File: config.mk
export PLATFORM = sky130hd
export DESIGN_NAME = muldiv_unit
export DESIGN_NICKNAME = d
export VERILOG_FILES = /design/src/rtl/muldiv_unit.sv
export SDC_FILE = /design/constraint.sdc
export NUM_CORES = 1
export LEC_CHECK = 0
export ABC_AREA = 1
export CAP_MARGIN = 20
export CORE_UTILIZATION = 55
export DETAILED_ROUTE_END_ITERATION = 6
export GPL_TIMING_DRIVEN = 0
export MAX_ROUTING_LAYER = met4
export PLACE_DENSITY = 0.76
export SLEW_MARGIN = 15
export SYNTH_ARGS = -nofsm -noshare
export SYNTH_HDL_FRONTEND = slang
export SYNTH_SLANG_ARGS = --single-unit
File: constraint.sdc
create_clock -name clk -period 6.85 [get_ports clk]
set_input_delay 1.37 -clock clk [delete_from_list [all_inputs] [get_ports clk]]
set_output_delay 1.37 -clock clk [all_outputs]
set_load 0.03 [all_outputs]
File: src/rtl/muldiv_unit.sv
`default_nettype none
// ============================================================================
//  Module      : muldiv_unit
//  Description : Iterative 32x32 multiply / 32/32 divide unit with HI/LO
//                result registers (MULT, MULTU, DIV, DIVU, MTHI, MTLO).
//                Fixed 33-cycle latency from start edge to commit edge.
//  Revision    : 1.0  initial release
// ============================================================================
module muldiv_unit (
  input  logic        clk,
  input  logic        reset,
  input  logic        start,
  input  logic [1:0]  op,
  input  logic [31:0] rs_in,
  input  logic [31:0] rt_in,
  input  logic        hi_we,
  input  logic        lo_we,
  output logic [31:0] hi,
  output logic [31:0] lo,
  output logic        busy,
  output logic        done,
  output logic        div_by_zero
);

  typedef enum logic [1:0] {
    S_IDLE = 2'd0,
    S_CALC = 2'd1,
    S_FIN  = 2'd2
  } state_t;

  state_t      r_state;
  logic [4:0]  r_cnt;
  logic [1:0]  r_op;
  logic [31:0] r_opnd;   // multiplicand (mult) or divisor (div) magnitude
  logic [63:0] r_acc;    // {partial product, multiplier} or {remainder, quotient}
  logic        r_neg_q;  // product / quotient must be negated
  logic        r_neg_r;  // remainder must be negated (dividend negative)
  logic        r_div0;

  logic        w_rs_neg;
  logic        w_rt_neg;
  logic [31:0] w_rs_mag;
  logic [31:0] w_rt_mag;
  logic [32:0] w_mul_sum;
  logic [63:0] w_mul_next;
  logic [32:0] w_div_part;
  logic [32:0] w_div_diff;
  logic [63:0] w_div_next;
  logic [63:0] w_prod;
  logic [31:0] w_quot;
  logic [31:0] w_rem;

  assign busy = (r_state != S_IDLE);

  // Operand sign / magnitude extraction (op[0]=1 selects unsigned forms)
  assign w_rs_neg = ~op[0] & rs_in[31];
  assign w_rt_neg = ~op[0] & rt_in[31];
  assign w_rs_mag = w_rs_neg ? (~rs_in + 32'd1) : rs_in;
  assign w_rt_mag = w_rt_neg ? (~rt_in + 32'd1) : rt_in;

  // Shift-add step: add multiplicand into upper half when multiplier LSB set,
  // then shift the whole 65-bit {carry, acc} right by one.
  assign w_mul_sum  = {1'b0, r_acc[63:32]} + (r_acc[0] ? {1'b0, r_opnd} : 33'd0);
  assign w_mul_next = {w_mul_sum, r_acc[31:1]};

  // Restoring divide step: shift left, trial-subtract divisor, keep if no borrow.
  assign w_div_part = r_acc[63:31];
  assign w_div_diff = w_div_part - {1'b0, r_opnd};
  assign w_div_next = w_div_diff[32] ? {r_acc[62:0], 1'b0}
                                     : {w_div_diff[31:0], r_acc[30:0], 1'b1};

  // Sign correction applied only at commit
  assign w_prod = r_neg_q ? (~r_acc + 64'd1) : r_acc;
  assign w_quot = r_neg_q ? (~r_acc[31:0] + 32'd1) : r_acc[31:0];
  assign w_rem  = r_neg_r ? (~r_acc[63:32] + 32'd1) : r_acc[63:32];

  // Control FSM, datapath iteration and HI/LO commit
  always_ff @(posedge clk or posedge reset) begin
    if (reset) begin
      r_state     <= S_IDLE;
      r_cnt       <= 5'd0;
      r_op        <= 2'd0;
      r_opnd      <= 32'd0;
      r_acc       <= 64'd0;
      r_neg_q     <= 1'b0;
      r_neg_r     <= 1'b0;
      r_div0      <= 1'b0;
      hi          <= 32'd0;
      lo          <= 32'd0;
      done        <= 1'b0;
      div_by_zero <= 1'b0;
    end else begin
      done        <= 1'b0;
      div_by_zero <= 1'b0;
      case (r_state)
        S_IDLE: begin
          if (start) begin
            r_op    <= op;
            r_cnt   <= 5'd0;
            r_neg_q <= w_rs_neg ^ w_rt_neg;
            r_neg_r <= w_rs_neg;
            r_div0  <= op[1] & (rt_in == 32'd0);
            r_opnd  <= op[1] ? w_rt_mag : w_rs_mag;
            r_acc   <= {32'd0, (op[1] ? w_rs_mag : w_rt_mag)};
            r_state <= S_CALC;
          end else begin
            if (hi_we) hi <= rs_in;
            if (lo_we) lo <= rs_in;
          end
        end
        S_CALC: begin
          r_acc <= r_op[1] ? w_div_next : w_mul_next;
          r_cnt <= r_cnt + 5'd1;
          if (r_cnt == 5'd31) r_state <= S_FIN;
        end
        S_FIN: begin
          if (r_op[1]) begin
            if (!r_div0) begin
              hi <= w_rem;
              lo <= w_quot;
            end
          end else begin
            hi <= w_prod[63:32];
            lo <= w_prod[31:0];
          end
          done        <= 1'b1;
          div_by_zero <= r_div0;
          r_state     <= S_IDLE;
        end
        default: r_state <= S_IDLE;
      endcase
    end
  end

endmodule
`default_nettype wire

==> results.md, run 1 <==
* Post-CTS Resized at 0
* Failing checks: DRC
* Hold Fails Final Rpt at 0
* Design area at 0.0203 sq mm
* Vias at about 22000
* Layout area overhead at 14.1%
* Post-synth top flop: dfrtp_1
* Slew headroom at 0.284
* FF-to-FF setup slack at 3.09 ns
* First-pass GRT wire length at between 100 and 150 mm
* Antenna violations before repair at 2
* Commonest non-fill, non-tap cells in the layout: 932 x nand2_1, 423 x inv_1, 337 x nor2_1
* Fin crit share at 0.560
* Leak Pwr at 10.3 nW
* Vias/cell at 6.21
* Starting density of the core at 0.561
* Sequential share of the synthesized area at 0.243
* Hold_buf cts at 0
* RD Place Congestion at 1.21
* Final worst slack at 3.02 ns
* Crit-path leading delay family: simple AND/OR/NAND/NOR gates
* Largest net degree at the start of global routing at 104
* Ys async rst share at 1.00
* Vias in the first global route at 20349
* CP max stage delay at 0.55 ns
* Num rows at 65
* RSZ-0062 raised after global routing: false
* Fmax at between 0.2 and 0.3 GHz
* Status: complete, but fails checks
* Post-Synth XOR/XNOR Area at 0.0232
* Mapped Nets at 3183
* Worst path slowest cell: xor2_1
* Simple-Gate Fraction of Synth Area at 0.415
* Total track usage at 0.503
* Fin Hold WS at 0.494 ns
* Initial DRC count at 3433
* Total power divided by cell area at around 580 mW/mm^2
* Max-slew violations at 0
* CP Launch Type: input port
* WL final at between 80 and 90 mm
* Root buf cell: clkbuf_16
* Setup Viol. Count Final at 0
* Pwr Total at 11.7 mW
* Peak supply drop at 278 uV
* Clock transition at the registers of the reported paths at approximately 0.08 ns
* Hold Path Class: reg -> reg
* Hold Path Origin: lo[0]
* Worst clock skew at 0.0193 ns
* Tightest Pin Transition at 1.07 ns
* Deepest clock path buffer count at 2
* R2r worst-path depth at 19
* Nets at 3340
* Post-synth EDFFs at 0
* Pre-antenna DRT Iters at 7
* Max-cap violations at 0
* Core Util, Final at 0.640
* Post-synthesis mux area share at 0.000633
* Main combinational cell family by area after synthesis: simple AND/OR/NAND/NOR gates
* Layout cells sized above 1 at 0.0393
* CP max FO at 4
* Dpl cell area at 0.0197 sq mm
* Core area at between 0.03 and 0.04 sq mm
* Arr. time, crit path at 4.16 ns
* Synthesized area at 0.0178 sq mm
* Worst hold endpoint: lo[0]
* GR Overflow Total at 0
* H-tree Lvls at 4
* Port buffer count at approximately 140
* Compound-Gate Fraction of Synth Area at 0.148
* DRC viols at 3
* CP most frequent cell: nand2_1
* CP Capture Type: flip-flop
* Die area at around 0.033 sq mm
* Avg Inst Size Synth at about 6 sq um
* DR WL/cell at roughly 23 um
* Die Height at 182 um
* Post-DRT Antenna Nets at 0
* Most common cell after layout, fill and taps aside: nand2_1
* Syn Inst Count at 3040
* Die W at approximately 180 um
* Total CTS buffers at 17
* Synth warn at 0
* Crit path buf inv count at 3
* Tmin final at 3.83 ns
* Synth Area in Adders at 0.0515
* RR Startpoint: r_acc[0]
* CTS tree: yes
* Hold path depth at 2
* Dpl ws at just under 3 ns
* Crit path cell chain: clkdlybuf4s50_1 > inv_2 > ha_1 > nand3_1 > inv_1 > nand2_1 > nor2_1 > nand2_1 > nor2_1 > nand2_1 > nand2_1 > xor2_1 > nand2_1 > nand2_1 > a21boi_0
* CTS sink count at around 170
* Post-DP HPWL at 66.7 mm
* Post-CTS Setup Bufs at 0
* Latest clock arrival within the worst-skew pair at around 0.45 ns
* Distinct cells, synth at 55
* WS Path Type: in -> reg
* # IOs at between 100 and 150
* WP data required at just over 7 ns
* R2R Path End: r_acc[57]
* #FFs+latches synth at 173
-- sequential cells by signal (all words and copies together) (netlist names), 2 cells and up --
name	flops
r_cnt	5
lo	32
r_acc	64
hi	32
r_opnd	32
r_state	2
-- worst min-delay path: stages, from the launching register on --
cell     delay [ns]
dfrtp_1        0.36
nand2_1        0.05
nand2_1        0.05
-- cell usage after synthesis, types with 3 or more instances --
cell,n,area [sq um]
o21bai_1,12,90.1
a21oi_1,146,731
buf_4,4,30.0
o21ai_0,164,821
nand4_1,40,250
and2_1,6,37.5
xor2_1,34,298
dfrtp_1,173,4330
clkbuf_1,63,236
o221ai_1,14,123
nor3_1,29,145
nand3b_1,19,143
buf_1,14,52.6
a2bb2oi_1,6,52.6
nor2_1,337,1260
buf_2,20,100
nand2_2,22,138
a22oi_1,15,113
or2_2,7,43.8
inv_2,10,37.5
a21boi_0,9,67.6
a31oi_1,28,175
ha_1,70,876
nor4_1,3,18.8
a21o_1,6,45.0
o21ai_1,18,90.1
nand2_1,932,3500
or2_0,3,18.8
nor2_2,14,87.6
o21a_1,3,22.5
o211ai_1,27,203
xnor2_1,13,114
inv_1,424,1590
a21boi_1,3,22.5
nand3_1,323,1620
-- report_power, final --
group          switching [mW]  internal (mW)  leakage [nW]
registers               0.800           1.53          2.06
clock network           0.505          0.496         0.279
logic                    5.63           2.77          7.96
total                    6.94           4.79          10.3
-- stage by stage --
step	setup TNS [ns]	instances
floorplan	0	3040
global placement	-253.51	3579
detailed placement	0	3580
CTS	0	3612
global route	0	3614
finish	0	3614
-- layout make-up --
type	count	area [sq um]
multi-input cells	2328	11400
well taps	402	503
fillers	3087	11400
diodes	2	5.00
flip-flops and latches	173	4330
inverters	435	1640
plain buffers	104	457
repair buffers	138	1400
clock buffers	18	439
clock inverters	14	151
-- cell families (layout without fill, tap and decap cells) --
kind of cell | after synthesis | count (layout)
DFF | 173 | 173
buffers and inverters | 539 | 709
AOI/OAI and AO/OA | 461 | 461
muxes | 1 | 1
xor gates and xnor gates | 47 | 47
and+or+nand+nor | 1747 | 1747
other | 0 | 2
adders and majority gates | 72 | 72
-- per-layer routing --
layer | up-vias | GRT usage | wire, um
met4 | 0 | 0.302 | 5760
met5 | - | - | 0
met2 | 1758 | 0.705 | 32900
met1 | 10170 | 0.617 | 29800
met3 | 384 | 0.178 | 13100
li1 | 10123 | - | -
-- worst max path at each step --
stage	from	to	depth (start not counted)
2_1_floorplan	reset	div_by_zero	1
3_3_place_gp	reset	r_opnd[23]	2
3_5_place_dp	rs_in[31]	r_acc[15]	12
4_1_cts	r_acc[0]	r_acc[57]	19
5_1_grt	rt_in[0]	r_acc[22]	15
6_report	rt_in[0]	r_acc[22]	15
Note: power is estimated with default switching activity, not from simulation.
==> run 2: changes to the inputs <==
--- a/config.mk
+++ b/config.mk
@@ -11,7 +11,7 @@
 export DETAILED_ROUTE_END_ITERATION = 6
 export GPL_TIMING_DRIVEN = 0
 export MAX_ROUTING_LAYER = met4
-export PLACE_DENSITY = 0.76
+export PLACE_DENSITY = 0.79
 export SLEW_MARGIN = 15
 export SYNTH_ARGS = -nofsm -noshare
 export SYNTH_HDL_FRONTEND = slang
==> constraint.sdc (replaced) <==
create_clock -name clk -period 3.1 [get_ports clk]
set_input_delay 0.62 -clock clk [delete_from_list [all_inputs] [get_ports clk]]
set_output_delay 0.62 -clock clk [all_outputs]
set_load 0.03 [all_outputs]
==> run 2 against run 1 <==
The run still ends with DRC left. Clock power up 130%. Critical path type is now reg -> reg. Highest routed layer unchanged. Die area stayed put. Largest power group unchanged. Combinational power is 120% higher. First-iteration DRC count decreased by 2.6%. Register-to-register slack got worse by 3.0 ns. Sequential power grew 120%. Cell area up 0.46%. Utilization is 0.29 points higher. Global-route usage shrank 0.24 points.
==> results.md, run 2 (synthesized netlist as in run 1, its figures left out) <==
* Final worst slack at 0.0884 ns
* Failing checks: DRC
* Largest net degree at the start of global routing at 37
* Die W at 182 um
* Die area at approximately 0.033 sq mm
* Deepest clock path buffer count at 2
* Leak Pwr at ~10 nW
* Vias/cell at just over 6
* Root buf cell: clkbuf_16
* Initial DRC count at 3345
* Dpl cell area at 0.0198 sq mm
* Most common cell after layout, fill and taps aside: nand2_1
* R2R Path End: r_acc[49]
* Post-DP HPWL at about 66 mm
* Peak supply drop at 758 uV
* Switching fraction of total power at 0.586
* Fin Hold WS at a little under 0.5 ns
* Vias in the first global route at between 20000 and 25000
* Layout area overhead at 14.6%
* H-tree Lvls at 4
* Total power divided by cell area at around 1300 mW/mm^2
* Max-cap violations at 0
* Net Switching at 15.3 mW
* CP max FO at 10
* Tmin final at 3.01 ns
* Layout cells sized above 1 at 0.0417
* Combinational fraction of design power at 0.715
* CTS sink count at 173
* Antenna violations before repair at 0
* Fin crit share at 0.971
* # IOs at between 100 and 150
* RSZ-0062 raised after global routing: true
* Fmax at 0.332 GHz
* First-pass GRT wire length at 119 mm
* Die Height at 182 um
* CTS tree: yes
* Tightest Pin Transition at 1.04 ns
* Arr. time, crit path at between 3 and 4 ns
* Dpl cells at 3584
* Status: complete, but fails checks
* DR WL/cell at 22.3 um
* DRC viols at 1
* Flip-flop count of the largest register after layout at between 60 and 70
* Starting density of the core at 0.561
* FF-to-FF setup slack at between 0.08 and 0.09 ns
* Setup Viol. Count Final at 0
* Worst clock skew at 0.0165 ns
* Power share of the clock group at 0.087
* N_diodes at 0
* Total track usage at 0.500
* CP Capture Type: flip-flop
* CP startpoint: r_acc[0]
* RR Startpoint: r_acc[0]
* Total CTS buffers at 17
* Nets at ~3300
* Hold Fails Final Rpt at 0
* WL final at 80.4 mm
* Internal power at between 10 and 15 mW
* Vias at between 20000 and 25000
* Clock transition at the registers of the reported paths at 0.07 ns
* Post-CTS Setup Bufs at 0
* Num rows at 65
* Commonest non-fill, non-tap cells in the layout: 930 x nand2_1, 422 x inv_1, 337 x nor2_1
* Hold Path Class: reg -> reg
* RD Place Congestion at 1.22
* Post-DRT Antenna Nets at 0
* Slew headroom at 0.307
* Sequential Power Share at 0.198
* Max-slew violations at 0
* Register name with the most flops: r_acc
* WS Path Type: reg -> reg
* Port buffer count at 137
* WP data required at 3.47 ns
* Design area at 0.0204 sq mm
* Latest clock arrival within the worst-skew pair at 0.47 ns
* Layout Cells excl Fill at 3613
* CP Launch Type: flip-flop
* Pre-antenna DRT Iters at 7
* Core area at 0.0317 sq mm
* R2r worst-path depth at 19
* Worst Setup EP: r_acc[49]
* Dpl ws at -0.446 ns
* GR Overflow Total at 0
run 2: cell count changes in the layout (fill, tap and decap cells not counted), moves of 2 or more:
cell / change
inv_8: -5
buf_12: +4
bufinv_16: +3
clkinv_8: -3
clkbuf_1: -2
clkbuf_2: +2
clkinv_4: -2
clkinvlp_4: +2
diode_2: -2
nand2_1: -2
nand2_2: +2
run 2: critical path, cell delays in order (launching register included):
cell and delay (ns):
dfrtp_1 0.33, clkbuf_4 0.23, buf_4 0.21, nand2_1 0.07, inv_1 0.06, ha_1 0.18
inv_1 0.06, fa_1 0.46, o21ai_4 0.22, nand2_1 0.10, nand2_2 0.13, nand2_1 0.09
nand2_1 0.12, nand3_1 0.10, nand3_1 0.09, nand3_1 0.15, nand2_1 0.15, inv_1 0.06
nand2_1 0.06, nand2_1 0.04
run 2: worst min-delay path by stage:
| stage | slack (ns) | endpoint | startpoint | depth (start not counted) |
|---|---|---|---|---|
| 3_5_place_dp | 0.47 | lo[10] | lo[10] | 2 |
| 5_1_grt | 0.51 | lo[0] | lo[0] | 2 |
| 3_3_place_gp | 0.47 | lo[11] | lo[11] | 2 |
| 4_1_cts | 0.49 | lo[10] | lo[10] | 2 |
| 2_1_floorplan | 0.47 | r_cnt[4] | r_cnt[4] | 1 |
| 6_report | 0.49 | lo[10] | lo[10] | 2 |
run 2: area by class of cell:
cell class                      instances  area (sq um)
Fill cell                            3076         11300
Multi-Input combinational cell       2328         11400
Inverter                              435          1640
Clock buffer                           19           443
Tap cell                              402           503
Clock inverter                         10           143
Timing Repair Buffer                  142          1480
Sequential cell                       173          4330
Buffer                                104           465
run 2: timing repair:
action	in CTS	in global routing
endpoints found under the hold margin	0	0
setup endpoints to repair	14	16
gates resized for setup	4	11
pin swaps	0	1
hold buffers	0	0
run 2: per-stage QoR:
step | setup TNS, ns | total power [mW] | util
after global placement | -200.89 | 22.4 | 0.620
after detailed placement | -3.96 | 22.8 | 0.623
after global routing | -0.0141 | 27.9 | 0.642
after floorplan | 0 | 16.9 | -
final | 0 | 26.1 | 0.642
after CTS | 0 | 25.2 | 0.642
run 2: routing by layer:
metal | global-route usage | vias to the layer above | part of all wire
met3 | 0.160 | 400 | 0.15
met1 | 0.618 | 10219 | 0.37
li1 | - | 10114 | -
met2 | 0.703 | 1669 | 0.40
met4 | 0.316 | 0 | 0.076
met5 | - | - | 0
run 2: power by group through the flow:
| stage | clock network (mW) | logic [mW] | registers [mW] |
|---|---|---|---|
| floorplan | 0 | 11.9 | 5.00 |
| detailed placement | 0 | 17.8 | 5.01 |
| global route | 2.32 | 20.4 | 5.14 |
| finish | 2.27 | 18.7 | 5.16 |
| CTS | 2.24 | 18.0 | 4.98 |
| global placement | 0 | 17.5 | 4.97 |
